--- src/rtl/sd_init_sequencer.sv ---
// sd_init_sequencer: runs the SD identification flow CMD0, CMD8, CMD55/ACMD41, CMD2, CMD3, CMD7
// over a send/get command engine and captures CCS, CID and RCA.
module sd_init_sequencer #(
  parameter int POWERUP_CYCLES = 80,
  parameter int RESP_TIMEOUT   = 1024,
  parameter int ACMD41_RETRIES = 1000
) (
  input  logic         clk,
  input  logic         rst,
  input  logic         Init_Start,
  output logic         Send_CMD_En,
  output logic         Get_CMD_En,
  input  logic         Send_CMD_Complite,
  input  logic         Get_CMD_Complite,
  output logic [5:0]   CMD_ID,
  output logic [7:0]   Arg1,
  output logic [7:0]   Arg2,
  output logic [7:0]   Arg3,
  output logic [7:0]   Arg4,
  input  logic [47:0]  Responce_R1_R3,
  input  logic [135:0] Responce_R2,
  output logic         Init_Busy,
  output logic         Init_Done,
  output logic         Init_Error,
  output logic [2:0]   Error_Code,
  output logic [15:0]  RCA,
  output logic         CCS,
  output logic [119:0] CID
);
  localparam int CMAX = (POWERUP_CYCLES > RESP_TIMEOUT) ? POWERUP_CYCLES : RESP_TIMEOUT;
  localparam int CW = $clog2(CMAX + 9);
  localparam int RW = $clog2(ACMD41_RETRIES + 1);
  typedef enum logic [2:0] {IDLE, POWERUP, SEND, GET, GAP, DONE, ERROR} state_t;
  typedef enum logic [2:0] {S_CMD0, S_CMD8, S_CMD55, S_ACMD41, S_CMD2, S_CMD3, S_CMD7} step_t;
  state_t state, state_nxt;
  step_t step, step_nxt;
  logic phase, tmo, v2, eval, timeout, unused_rsp;
  logic [CW-1:0] cnt;
  logic [RW-1:0] retries;
  logic [2:0] err, err_nxt;
  logic [15:0] rsp;
  logic [7:0] echo;
  logic [31:0] arg;
  // phase: in SEND, 0 = argument setup cycle, 1 = request raised; in GET, 0 = waiting, 1 = evaluate
  assign eval = state == GET && phase;
  assign timeout = state == GET && !phase && !Get_CMD_Complite && cnt == CW'(RESP_TIMEOUT - 1);
  assign unused_rsp = ^{Responce_R1_R3[47:40], Responce_R1_R3[23:16], Responce_R1_R3[7:0],
                        Responce_R2[135:128], Responce_R2[7:0]};
  always_ff @(posedge clk or negedge rst)
    if (!rst) begin
      state <= IDLE;
      step <= S_CMD0;
    end else begin
      state <= state_nxt;
      step <= step_nxt;
    end
  always_comb begin
    state_nxt = state;
    step_nxt = step;
    err_nxt = err;
    case (state)
      IDLE: if (Init_Start) state_nxt = POWERUP;
      POWERUP: if (cnt == CW'(POWERUP_CYCLES - 1)) begin state_nxt = SEND; step_nxt = S_CMD0; end
      SEND: if (phase && Send_CMD_Complite) state_nxt = (step == S_CMD0) ? GAP : GET;
      GAP: if (cnt == CW'(7)) begin state_nxt = SEND; step_nxt = S_CMD8; end
      GET: if (phase) begin
        state_nxt = SEND;
        // a silent CMD8 marks a v1 card and is not an error
        if (tmo && step != S_CMD8) begin state_nxt = ERROR; err_nxt = 3'd3; end
        else case (step)
          S_CMD8: if (!tmo && echo != 8'hAA) begin state_nxt = ERROR; err_nxt = 3'd4; end
                  else step_nxt = S_CMD55;
          S_CMD55: step_nxt = S_ACMD41;
          S_ACMD41: if (rsp[15]) step_nxt = S_CMD2;
                    else if (retries + RW'(1) == RW'(ACMD41_RETRIES)) begin state_nxt = ERROR; err_nxt = 3'd2; end
                    else step_nxt = S_CMD55;
          S_CMD2: step_nxt = S_CMD3;
          S_CMD3: step_nxt = S_CMD7;
          default: state_nxt = DONE;
        endcase
      end
      default: ;
    endcase
  end
  always_ff @(posedge clk or negedge rst)
    if (!rst) begin
      phase <= 1'b0;
      cnt <= '0;
      retries <= '0;
      err <= '0;
      tmo <= 1'b0;
      rsp <= '0;
      echo <= '0;
      v2 <= 1'b0;
      CCS <= 1'b0;
      RCA <= '0;
      CID <= '0;
    end else begin
      phase <= state_nxt == state && (state == SEND || (state == GET && (phase || Get_CMD_Complite || timeout)));
      cnt <= (state_nxt != state) ? '0 : (state == POWERUP || state == GAP || state == GET) ? cnt + CW'(1) : cnt;
      err <= err_nxt;
      if (state == IDLE && state_nxt == POWERUP) retries <= '0;
      if (state == GET && !phase) tmo <= timeout;
      if (state == GET && !phase && Get_CMD_Complite) begin
        rsp <= Responce_R1_R3[39:24];
        echo <= Responce_R1_R3[15:8];
        if (step == S_CMD2) CID <= Responce_R2[127:8];
      end
      if (eval && step == S_CMD8) v2 <= !tmo;
      if (eval && !tmo && step == S_ACMD41) begin
        if (rsp[15]) CCS <= rsp[14];
        else retries <= retries + RW'(1);
      end
      if (eval && !tmo && step == S_CMD3) RCA <= rsp;
    end
  always_comb begin
    arg = (step == S_CMD8) ? 32'h0000_01AA :
          (step == S_ACMD41) ? (v2 ? 32'h40FF_8000 : 32'h00FF_8000) :
          (step == S_CMD7) ? {RCA, 16'h0000} : 32'h0;
    {Arg1, Arg2, Arg3, Arg4} = arg;
    CMD_ID = (step == S_CMD8) ? 6'd8 : (step == S_CMD55) ? 6'd55 : (step == S_ACMD41) ? 6'd41 :
             (step == S_CMD2) ? 6'd2 : (step == S_CMD3) ? 6'd3 : (step == S_CMD7) ? 6'd7 : 6'd0;
    Send_CMD_En = state == SEND && phase;
    Get_CMD_En = state == GET && !phase;
    Init_Busy = state != IDLE && state != DONE && state != ERROR;
    Init_Done = state == DONE;
    Init_Error = state == ERROR;
    Error_Code = (state == ERROR) ? err : 3'd0;
  end
endmodule

--- config.mk ---
export PLATFORM = sky130hd
export DESIGN_NAME = sd_init_sequencer
export DESIGN_NICKNAME = d
export VERILOG_FILES = /design/src/rtl/sd_init_sequencer.sv
export SDC_FILE = /design/constraint.sdc
export NUM_CORES = 1
export LEC_CHECK = 0
export BUFFER_PORTS_ARGS = -buffer_cell sky130_fd_sc_hd__buf_2
export CAP_MARGIN = 10
export CORE_ASPECT_RATIO = 0.6
export CORE_MARGIN = 2
export CORE_UTILIZATION = 52
export CTS_CLUSTER_DIAMETER = 120
export DETAILED_ROUTE_END_ITERATION = 10
export PLACE_DENSITY = 0.92
export SETUP_SLACK_MARGIN = 0.15
export SYNTH_ARGS = -nofsm -noshare
export SYNTH_HDL_FRONTEND = slang
export SYNTH_SLANG_ARGS = --single-unit
--- constraint.sdc ---
create_clock -name clk -period 4.25 [get_ports clk]
set_input_delay 0.425 -clock clk [delete_from_list [all_inputs] [get_ports clk]]
set_output_delay 0.425 -clock clk [all_outputs]
set_load 0.02 [all_outputs]
==> results.py, run 1 <==
metrics = {
    "run_status": {
        "outcome": "finished clean",
    },
    "placed_design": {
        "post-dp-hpwl_microns": 15900,
        "placed_area_sq_um": 10600,
        "post-place-ws_ns": 1.12,
        "routabilityCongestion": 0.880,
        "port_buffers": 321,
        "dp.cells": 1189,
    },
    "global_route": {
        "grt_start_max_net_pins": 113,
        "grt_pass1_wl_microns": 33100,
        "grt.total_usage": 0.231,
        "grt_antenna_before_repair": 0,
        "grt-ovfl-total": 0,
        "number_of_global_route_vias_before_repair": 6186,
    },
    "timing": {
        "clock.fmax_mhz": 314,
        "timing.final.ws_setup_ns": 1.06,
        "setup_total_neg_slack_ns": 0,
        "slew_headroom": 0.298,
        "fin_worst_hold_slack_ns": 0.0660,
        "post-route-min-period_ns": 3.19,
        "grt_setup_unrepaired": "false",
        "max_slew.worst_pin.slew_ns": 1.05,
        "maxSlewViolCount": 0,
        "report.final.setup_viol": 0,
        "finClkSkew_ns": 0.0115,
        "period_share": 0.750,
        "hold_violations": 0,
    },
    "clocking": {
        "clk_path_buf_depth": 2,
        "numClockSinks": 194,
        "cts_repair_resize_count": 0,
        "clkSlewWorstSetupHoldPaths_ns": 0.08,
        "ctsRootBufferMaster": "clkbuf_16",
        "number_of_buffers_created_by_cts": 17,
        "cts_hold_repair.buffers": 0,
        "h-tree-depth": 4,
        "postCtsSetupRepairBufs": 0,
        "cts_tree": "yes",
        "clk_latency_ns": 0.42,
    },
    "floorplan": {
        "initial_utilization": 0.527,
        "fp-row-count": 37,
        "die_height_microns": 105,
        "boundaryPins": 372,
        "fp.coreArea_sq_um": 16900,
        "floorplan.die_area_sq_um": 18300,
        "chip_width_microns": 173,
    },
    "drt": {
        "viasPerCell": 5.22,
        "drcViolationCount": 0,
        "drtPass1Iterations": 5,
        "post_drt_wl_per_cell_microns": 17.5,
        "drtIter0Drc": 599,
        "route.final.wire_length_microns": 21300,
        "via_count": 6364,
        "final_antenna_net_count": 0,
    },
    "worst_hold_path": {
        "holdCritPathClass": "in2async",
    },
    "power_and_ir_drop": {
        "peakVddDrop_mv": 0.242,
        "swShare": 0.333,
        "combinationalPowerShare": 0.218,
        "total_power_mw": 4.85,
        "power_frac_clock": 0.313,
        "leakage_power_nw": 6.43,
        "power.density_nw_per_um2": 435,
        "power.share.sequential": 0.469,
        "net_sw_power_mw": 1.61,
        "internal_power_mw": 3.24,
    },
    "synth": {
        "synth_edf_count": 0,
        "post-synth-top-area-cell": "dfrtp_1",
        "synth-seq-cells": 194,
        "synthTopCellsByArea": "dfrtp_1 (54%), mux2_4 (17%), mux2_2 (7.7%)",
        "post-synth-top-area-fraction": 0.544,
        "ys_warn_count": 0,
        "ys_dominant_reg_cell": "dfrtp_1",
        "avgSynthCellArea_sq_um": 13.4,
        "netlist_instances": 668,
        "synth.distinct_cells": 64,
        "post_synth_instance_area_sq_um": 8920,
        "synth_common_cells": "dfrtp_1 (194), mux2_4 (100), mux2_2 (61), nand2_1 (40), nor2_1 (34)",
        "async_reset_ff_frac": 1.00,
        "yosysSeqAreaShare": 0.544,
        "post-synth-top-count-cell": "dfrtp_1",
    },
    "layout": {
        "layout.core_utilization": 0.658,
        "share_of_layout_cells_above_drive_strength_1": 0.534,
        "post_layout_cell_count": 1220,
        "nets": 1168,
        "antenna-diode-count": 0,
        "layout-area-overhead-vs-synth_pct": 25.0,
        "final_cell_area_sq_um": 11200,
    },
    "worst_setup_path": {
        "path_max_fanout": 54,
        "setup.worst_path.start_class": "flip-flop",
        "reg2reg_from": "state[2]",
        "timing.rr.end": "CID[102]",
        "timing.setup.critical_path_class": "reg2reg",
        "cp-end-kind": "flip-flop",
        "worst-endpoint-arrival_ns": 3.49,
        "startpoint_of_the_most_critical_setup_path": "state[2]",
        "crit_required_ns": 4.55,
        "r2r_setup_slack_ns": 1.06,
        "crit_end": "CID[102]",
        "reg2regPathDepth": 7,
    },
    "job": {
        "cap_viol_max_count": 0,
    },
}
-- cell type report --
cell class / count / area [sq um]
fillers: 1309 / 5790
flip-flops and latches: 194 / 4850
multi-input cells: 422 / 3730
repair buffers: 325 / 1670
clock buffers: 18 / 429
well taps: 234 / 293
clock inverters: 13 / 124
inverters: 14 / 52.6
-- cells by family (layout without fill, tap and decap cells) --
| kind of cell | after synthesis | after routing | synth area share |
|---|---|---|---|
| AO/OA/AOI/OAI | 67 | 67 | 0.0477 |
| multiplexers | 164 | 164 | 0.249 |
| other | 1 | 10 | 0.000420 |
| buffers and inverters | 61 | 370 | 0.0426 |
| flip-flops | 194 | 194 | 0.544 |
| XOR/XNOR | 13 | 13 | 0.0128 |
| AND/OR/NAND/NOR | 163 | 163 | 0.0966 |
| adder cells (fa/ha/maj) | 5 | 5 | 0.00701 |
-- worst min-delay path by stage --
| stage | from | end | slack, ns | depth (start not counted) |
|---|---|---|---|---|
| floorplan | rst | CCS | 0.13 | 0 |
| global placement | err[1] | err[1] | 0.47 | 1 |
| detailed placement | rsp[2] | RCA[2] | 0.49 | 1 |
| CTS | rst | rsp[2] | 0.14 | 1 |
| global route | rst | rsp[2] | 0.12 | 1 |
| finish | rst | rsp[2] | 0.07 | 1 |
-- power by group through the flow --
stage                     clock network, mW  logic, mW  registers, mW
after floorplan                           0      0.868           2.16
after CTS                              1.55       1.06           2.27
after global placement                    0       1.01           2.29
final                                  1.52       1.06           2.28
after global routing                   1.64       1.16           2.31
after detailed placement                  0       1.05           2.30
-- registers in the layout (all words and copies together), names as in the netlist --
signal,flops
CCS,1
CID,120
RCA,16
cnt,11
echo,8
err,3
phase,1
retries,10
rsp,16
state,3
step,3
tmo,1
v2,1
-- placed cells by master (no fill, tap or decap), types with 4 or more instances in the layout --
cell	count
buf_2	320
dfrtp_1	194
mux2_4	100
mux2_2	61
nand2_1	40
nor2_1	34
o21ai_0	27
nand3_1	17
clkbuf_16	17
and2_1	14
inv_1	13
xnor2_1	11
a21oi_1	10
conb_1	10
nor3_1	9
nand4_1	6
or3_1	6
and3_1	6
ha_1	5
o31ai_1	4
o211ai_1	4
clkinv_4	4
-- critical path, stage by stage (launching register included) --
cell and delay, ns:
dfrtp_1 0.51, and2b_1 0.34, nand2_2 0.10, nor2_4 0.17, nand2_2 0.42, or4_4 0.60, buf_4 0.38, mux2_4 0.44
-- routing by layer --
layer	share of wire	vias to the layer above	GRT usage
met4	0.0076	0	0.0539
met5	0	-	0
met2	0.48	287	0.378
met1	0.44	3121	0.317
met3	0.070	13	0.0512
li1	-	2943	-
No activity file was read; power rests on OpenSTA's default activity.
==> inputs of run 2 (changes only) <==
--- a/config.mk
+++ b/config.mk
@@ -9,10 +9,10 @@
 export CAP_MARGIN = 10
 export CORE_ASPECT_RATIO = 0.6
 export CORE_MARGIN = 2
-export CORE_UTILIZATION = 52
+export CORE_UTILIZATION = 48
 export CTS_CLUSTER_DIAMETER = 120
 export DETAILED_ROUTE_END_ITERATION = 10
-export PLACE_DENSITY = 0.92
+export PLACE_DENSITY = 0.86
 export SETUP_SLACK_MARGIN = 0.15
 export SYNTH_ARGS = -nofsm -noshare
 export SYNTH_HDL_FRONTEND = slang
==> constraint.sdc (replaced) <==
create_clock -name clk -period 2.95 [get_ports clk]
set_input_delay 0.295 -clock clk [delete_from_list [all_inputs] [get_ports clk]]
set_output_delay 0.295 -clock clk [all_outputs]
set_load 0.02 [all_outputs]
==> results.py, run 2 (synthesis gave the netlist of run 1 again) <==
metrics = {
    "worst_setup_path": {
        "cp_slowest_stage_delay_ns": 0.45,
        "path_cells": "ha_1, nand2_1, or3_1, a211oi_1, and4_1, nor2_1, o32a_1",
        "path_max_fanout": 7,
        "reg2reg_from": "retries[1]",
        "timing.setup.critical_path_class": "reg2reg",
        "crit_required_ns": 3.25,
        "r2r_setup_slack_ns": 0.28,
        "timing.rr.end": "step[0]",
        "worst-endpoint-arrival_ns": 2.97,
        "reg2regPathDepth": 7,
        "setup.worst_path.start_class": "flip-flop",
        "cp-end-kind": "flip-flop",
        "crit_slowest_cell": "dfrtp_1",
    },
    "layout": {
        "final_cell_area_sq_um": 11300,
        "nets": 1178,
        "most_common_cell_after_layout_fill_and_taps_aside": "buf_2",
        "registers.top_by_ff_count": "CID",
        "largest_register_ffs": 120,
        "largest_registers": "CID x120, RCA x16, rsp x16",
        "most-common-layout-cells": "buf_2 (320), dfrtp_1 (194), mux2_4 (100)",
        "layout-area-overhead-vs-synth_pct": 26.8,
        "layout.core_utilization": 0.624,
        "antenna-diode-count": 0,
        "share_of_layout_cells_above_drive_strength_1": 0.540,
        "post_layout_cell_count": 1237,
    },
    "floorplan": {
        "floorplan.die_area_sq_um": 19700,
        "die_height_microns": 110,
        "boundaryPins": 372,
        "fp.coreArea_sq_um": 18100,
        "fp-row-count": 38,
        "chip_width_microns": 180,
        "initial_utilization": 0.492,
    },
    "drt": {
        "post_drt_wl_per_cell_microns": 17.0,
        "via_count": 6358,
        "viasPerCell": 5.14,
        "drtPass1Iterations": 5,
        "drcViolationCount": 0,
        "route.final.wire_length_microns": 21000,
        "drtIter0Drc": 326,
        "final_antenna_net_count": 0,
    },
    "worst_hold_path": {
        "min_delay_path_depth": 2,
        "holdCritStartpoint": "Responce_R2[118]",
        "holdCritPathClass": "in2reg",
        "whs_endpoint": "CID[110]",
    },
    "global_route": {
        "grt_pass1_wl_microns": 33200,
        "number_of_global_route_vias_before_repair": 6329,
        "grt-ovfl-total": 0,
        "grt.total_usage": 0.212,
        "grt_antenna_before_repair": 0,
        "grt_start_max_net_pins": 86,
    },
    "run_status": {
        "outcome": "finished clean",
    },
    "timing": {
        "clock.fmax_mhz": 375,
        "finClkSkew_ns": 0.0111,
        "maxSlewViolCount": 0,
        "slew_headroom": 0.553,
        "fin_worst_hold_slack_ns": 0.0955,
        "grt_setup_unrepaired": "false",
        "setup_total_neg_slack_ns": 0,
        "hold_violations": 0,
        "report.final.setup_viol": 0,
        "max_slew.worst_pin.slew_ns": 0.664,
        "timing.final.ws_setup_ns": 0.281,
        "period_share": 0.905,
        "post-route-min-period_ns": 2.67,
    },
    "clocking": {
        "clkSlewWorstSetupHoldPaths_ns": 0.08,
        "numClockSinks": 194,
        "clk_path_buf_depth": 2,
        "clk_latency_ns": 0.42,
        "cts_tree": "yes",
        "h-tree-depth": 4,
        "ctsRootBufferMaster": "clkbuf_16",
        "number_of_buffers_created_by_cts": 17,
    },
    "placed_design": {
        "dp.cells": 1204,
        "port_buffers": 321,
        "routabilityCongestion": 0.884,
        "post-place-ws_ns": 0.358,
        "placed_area_sq_um": 10700,
        "post-dp-hpwl_microns": 15900,
    },
    "job": {
        "cap_viol_max_count": 0,
    },
    "power_and_ir_drop": {
        "total_power_mw": 7.17,
        "leakage_power_nw": 6.51,
        "peakVddDrop_mv": 0.443,
        "power.density_nw_per_um2": 634,
    },
}
run 2: changes by cell type in the layout (fill, tap and decap cells not counted), sizes merged:
cell | before | now
buf | 324 | 333
clkinv | 6 | 3
clkbuf | 19 | 21
inv | 20 | 22
bufinv | 0 | 1
clkinvlp | 1 | 0
dlygate4sd3 | 0 | 1
run 2: layout make-up:
cell class | instances | area (sq um)
clock inverter | 12 | 136
sequential | 194 | 4850
tap | 240 | 300
fill | 1401 | 6810
multi-input combinational | 422 | 3730
timing repair buffer | 335 | 1770
inverter | 14 | 52.6
clock buffer | 20 | 457
run 2: worst max-delay path: cells and delay by family (launching register included):
family                   cells  cell delay [ns]
AO/OA/AOI/OAI                2             0.73
AND/OR/NAND/NOR              4             1.01
flip-flops                   1             0.45
adder cells (fa/ha/maj)      1             0.35
run 2: how the worst max path moves through the flow:
| stage | to | cells past startpoint | startpoint | slack, ns |
|---|---|---|---|---|
| 3_5_place_dp | step[0] | 7 | retries[0] | 0.36 |
| 2_1_floorplan | cnt[5] | 8 | step[1] | 0.56 |
| 3_3_place_gp | CID[61] | 7 | state[1] | 0.46 |
| 6_report | step[0] | 7 | retries[1] | 0.28 |
| 5_1_grt | step[0] | 7 | retries[0] | 0.16 |
| 4_1_cts | step[0] | 7 | retries[0] | 0.34 |
run 2: power breakdown:
part | internal (mW) | switching [mW] | total [mW] | leakage, nW
clock | 1.25 | 1.06 | 2.31 | 0.294
combinational | 0.674 | 0.943 | 1.62 | 3.56
sequential | 2.92 | 0.324 | 3.24 | 2.66
run 2: timing repair:
action / in CTS / in global routing
buffers inserted: 0 / 0
endpoints found under the hold margin: 50 / 0
hold buffers: 1 / 0
gates resized for setup: 0 / 1
setup endpoints to repair: 0 / 11
run 2: per-layer routing:
| metal | GRT usage | vias up | part of all wire |
|---|---|---|---|
| li1 | - | 2954 | - |
| met1 | 0.295 | 3119 | 0.44 |
| met3 | 0.0520 | 15 | 0.074 |
| met4 | 0.0470 | 0 | 0.0069 |
| met2 | 0.339 | 270 | 0.47 |
| met5 | 0 | - | 0 |
==> inputs of run 3 (changes only) <==
--- a/config.mk
+++ b/config.mk
@@ -9,10 +9,11 @@
 export CAP_MARGIN = 10
 export CORE_ASPECT_RATIO = 0.6
 export CORE_MARGIN = 2
-export CORE_UTILIZATION = 48
+export CORE_UTILIZATION = 44
 export CTS_CLUSTER_DIAMETER = 120
 export DETAILED_ROUTE_END_ITERATION = 10
-export PLACE_DENSITY = 0.86
+export GPL_TIMING_DRIVEN = 0
+export PLACE_DENSITY = 0.83
 export SETUP_SLACK_MARGIN = 0.15
 export SYNTH_ARGS = -nofsm -noshare
 export SYNTH_HDL_FRONTEND = slang
==> constraint.sdc (replaced) <==
create_clock -name clk -period 2.19 [get_ports clk]
set_input_delay 0.219 -clock clk [delete_from_list [all_inputs] [get_ports clk]]
set_output_delay 0.219 -clock clk [all_outputs]
set_load 0.02 [all_outputs]
==> results.py, run 3 (synthesis gave the netlist of run 1 again) <==
metrics = {
    "worst_setup_path": {
        "timing.critical_path.max_delay_family": "simple AND/OR/NAND/NOR gates",
        "path_max_fanout": 8,
        "cp_slowest_stage_delay_ns": 0.51,
        "setup.worst_path.start_class": "flip-flop",
        "timing.setup.critical_path_class": "reg2reg",
        "crit_slowest_cell": "or4_4",
        "crit_required_ns": 2.51,
        "critPathBufInv": 2,
        "cp-end-kind": "flip-flop",
        "path_cells": "and2b_2, nand2_2, nor2_4, nand2_4, or4_4, buf_12, clkbuf_16, mux2_4",
        "worst-endpoint-arrival_ns": 2.68,
    },
    "drt": {
        "route.final.wire_length_microns": 30800,
        "drcViolationCount": 0,
        "post_drt_wl_per_cell_microns": 20.9,
        "top_signal_layer_used": "met4",
        "via_count": 7750,
        "post_route_met1_wirelength_microns": 12500,
        "viasPerCell": 5.28,
        "final_antenna_net_count": 0,
        "route.met3.wl_microns": 2390,
        "drtIter0Drc": 494,
        "drtPass1Iterations": 5,
        "detailroute.wirelength.met2_microns": 14600,
    },
    "global_route": {
        "grt-ovfl-total": 0,
        "grt_pass1_wl_microns": 43300,
        "grt.total_usage": 0.261,
        "grt_start_max_net_pins": 126,
        "grt_antenna_before_repair": 0,
        "number_of_global_route_vias_before_repair": 7819,
    },
    "power_and_ir_drop": {
        "power.density_nw_per_um2": 825,
        "leakage_power_nw": 7.84,
        "peakVddDrop_mv": 0.571,
        "total_power_mw": 11.8,
    },
    "timing": {
        "setup_total_neg_slack_ns": -17.93,
        "finClkSkew_ns": 0.0146,
        "maxSlewViolCount": 0,
        "report.final.setup_viol": 150,
        "fin_worst_hold_slack_ns": 0.0228,
        "clock.fmax_mhz": 424,
        "grt_setup_unrepaired": "true",
        "slew_headroom": 0.551,
        "post-route-min-period_ns": 2.36,
        "timing.final.ws_setup_ns": -0.170,
        "period_share": 1.08,
        "max_slew.worst_pin.slew_ns": 0.674,
        "hold_violations": 0,
    },
    "clocking": {
        "clkSlewWorstSetupHoldPaths_ns": 0.07,
        "number_of_buffers_created_by_cts": 17,
        "clk_latency_ns": 0.44,
        "clk_path_buf_depth": 2,
        "h-tree-depth": 4,
        "numClockSinks": 194,
        "ctsRootBufferMaster": "clkbuf_16",
        "cts_tree": "yes",
    },
    "layout": {
        "registers.top_by_ff_count": "CID",
        "antenna-diode-count": 0,
        "most_common_cell_after_layout_fill_and_taps_aside": "buf_2",
        "post_layout_cell_count": 1469,
        "most-common-layout-cells": "buf_2 (302), dfrtp_1 (190), mux2_4 (123)",
        "share_of_layout_cells_above_drive_strength_1": 0.607,
        "layout-area-overhead-vs-synth_pct": 59.9,
        "largest_register_ffs": 120,
        "nets": 1377,
        "multi_input_comb_area_sq_um": 4310,
        "fill_count": 1246,
        "layout.core_utilization": 0.716,
        "largest_registers": "CID x120, RCA x16, rsp x16",
        "area.sequential_sq_um": 4860,
    },
    "worst_hold_path": {
        "holdCritPathClass": "in2reg",
    },
    "run_status": {
        "outcome": "complete, but fails checks",
        "failing_checks": "negative setup slack",
    },
    "placed_design": {
        "post-dp-hpwl_microns": 17400,
        "port_buffers": 321,
        "dp.cells": 1272,
        "routabilityCongestion": 0.923,
    },
    "floorplan": {
        "floorplan.die_area_sq_um": 21500,
        "chip_width_microns": 188,
        "initial_utilization": 0.448,
        "fp-row-count": 40,
        "fp.coreArea_sq_um": 19900,
        "boundaryPins": 372,
        "die_height_microns": 114,
    },
    "job": {
        "cap_viol_max_count": 0,
    },
}
[run 3: worst register-to-register path, cell delays in order (launching register included)]
cell	delay [ns]
dfrtp_1	0.45
and2b_2	0.27
nand2_2	0.09
nor2_4	0.14
nand2_4	0.09
or4_4	0.51
buf_12	0.20
clkbuf_16	0.18
mux2_4	0.30
[run 3: repair_timing]
action / CTS / global route
resized for setup: 155 / 139
buffers inserted: 44 / 14
endpoints found under the hold margin: 165 / 0
gates cloned: 8 / 3
hold buffers: 97 / 0
endpoints found under the setup margin: 200 / 198
pin swaps: 27 / 36
[run 3: power by group]
part | internal, mW | switching (mW) | total (mW)
Combinational | 2.08 | 2.24 | 4.32
Clock | 1.74 | 1.44 | 3.18
Sequential | 3.94 | 0.326 | 4.27
Total | 7.76 | 4.01 | 11.8
[run 3: stage by stage]
stage	cell area, sq um	setup slack (ns)
after floorplan	8990	-0.000239
after detailed placement	11000	-0.668
final	14300	-0.170
after global routing	14300	-0.175
after CTS	13600	-0.0541
after global placement	10900	-2.24
[run 3: layout make-up]
cell class / count / area share
timing repair buffer: 488 / 0.247
buffer: 46 / 0.0401
clock inverter: 13 / 0.0105
tap: 273 / 0.0239
inverter: 14 / 0.00465
sequential: 194 / 0.341
clock buffer: 19 / 0.0310
multi-input combinational: 422 / 0.302
[run 3: layer usage]
layer  vias up  global-route usage
met5         -                   0
met4         0               0.116
met3       119              0.0641
met2       478               0.420
met1      3790               0.340
li1       3363                   -
[run 3: path summary, 6_finish.rpt]
kind / startpoint / to / slack (ns) / cells past startpoint
hold reg to reg: err[1] / err[1] / 0.50 / 1
max in group asynchronous: rst / CID[15] / 0.84 / 3
hold / removal: Responce_R1_R3[15] / echo[7] / 0.02 / 2
min in group asynchronous: rst / rsp[5] / 0.31 / 2
setup / recovery: state[2] / CID[49] / -0.17 / 8
setup reg to reg: state[2] / CID[49] / -0.17 / 8
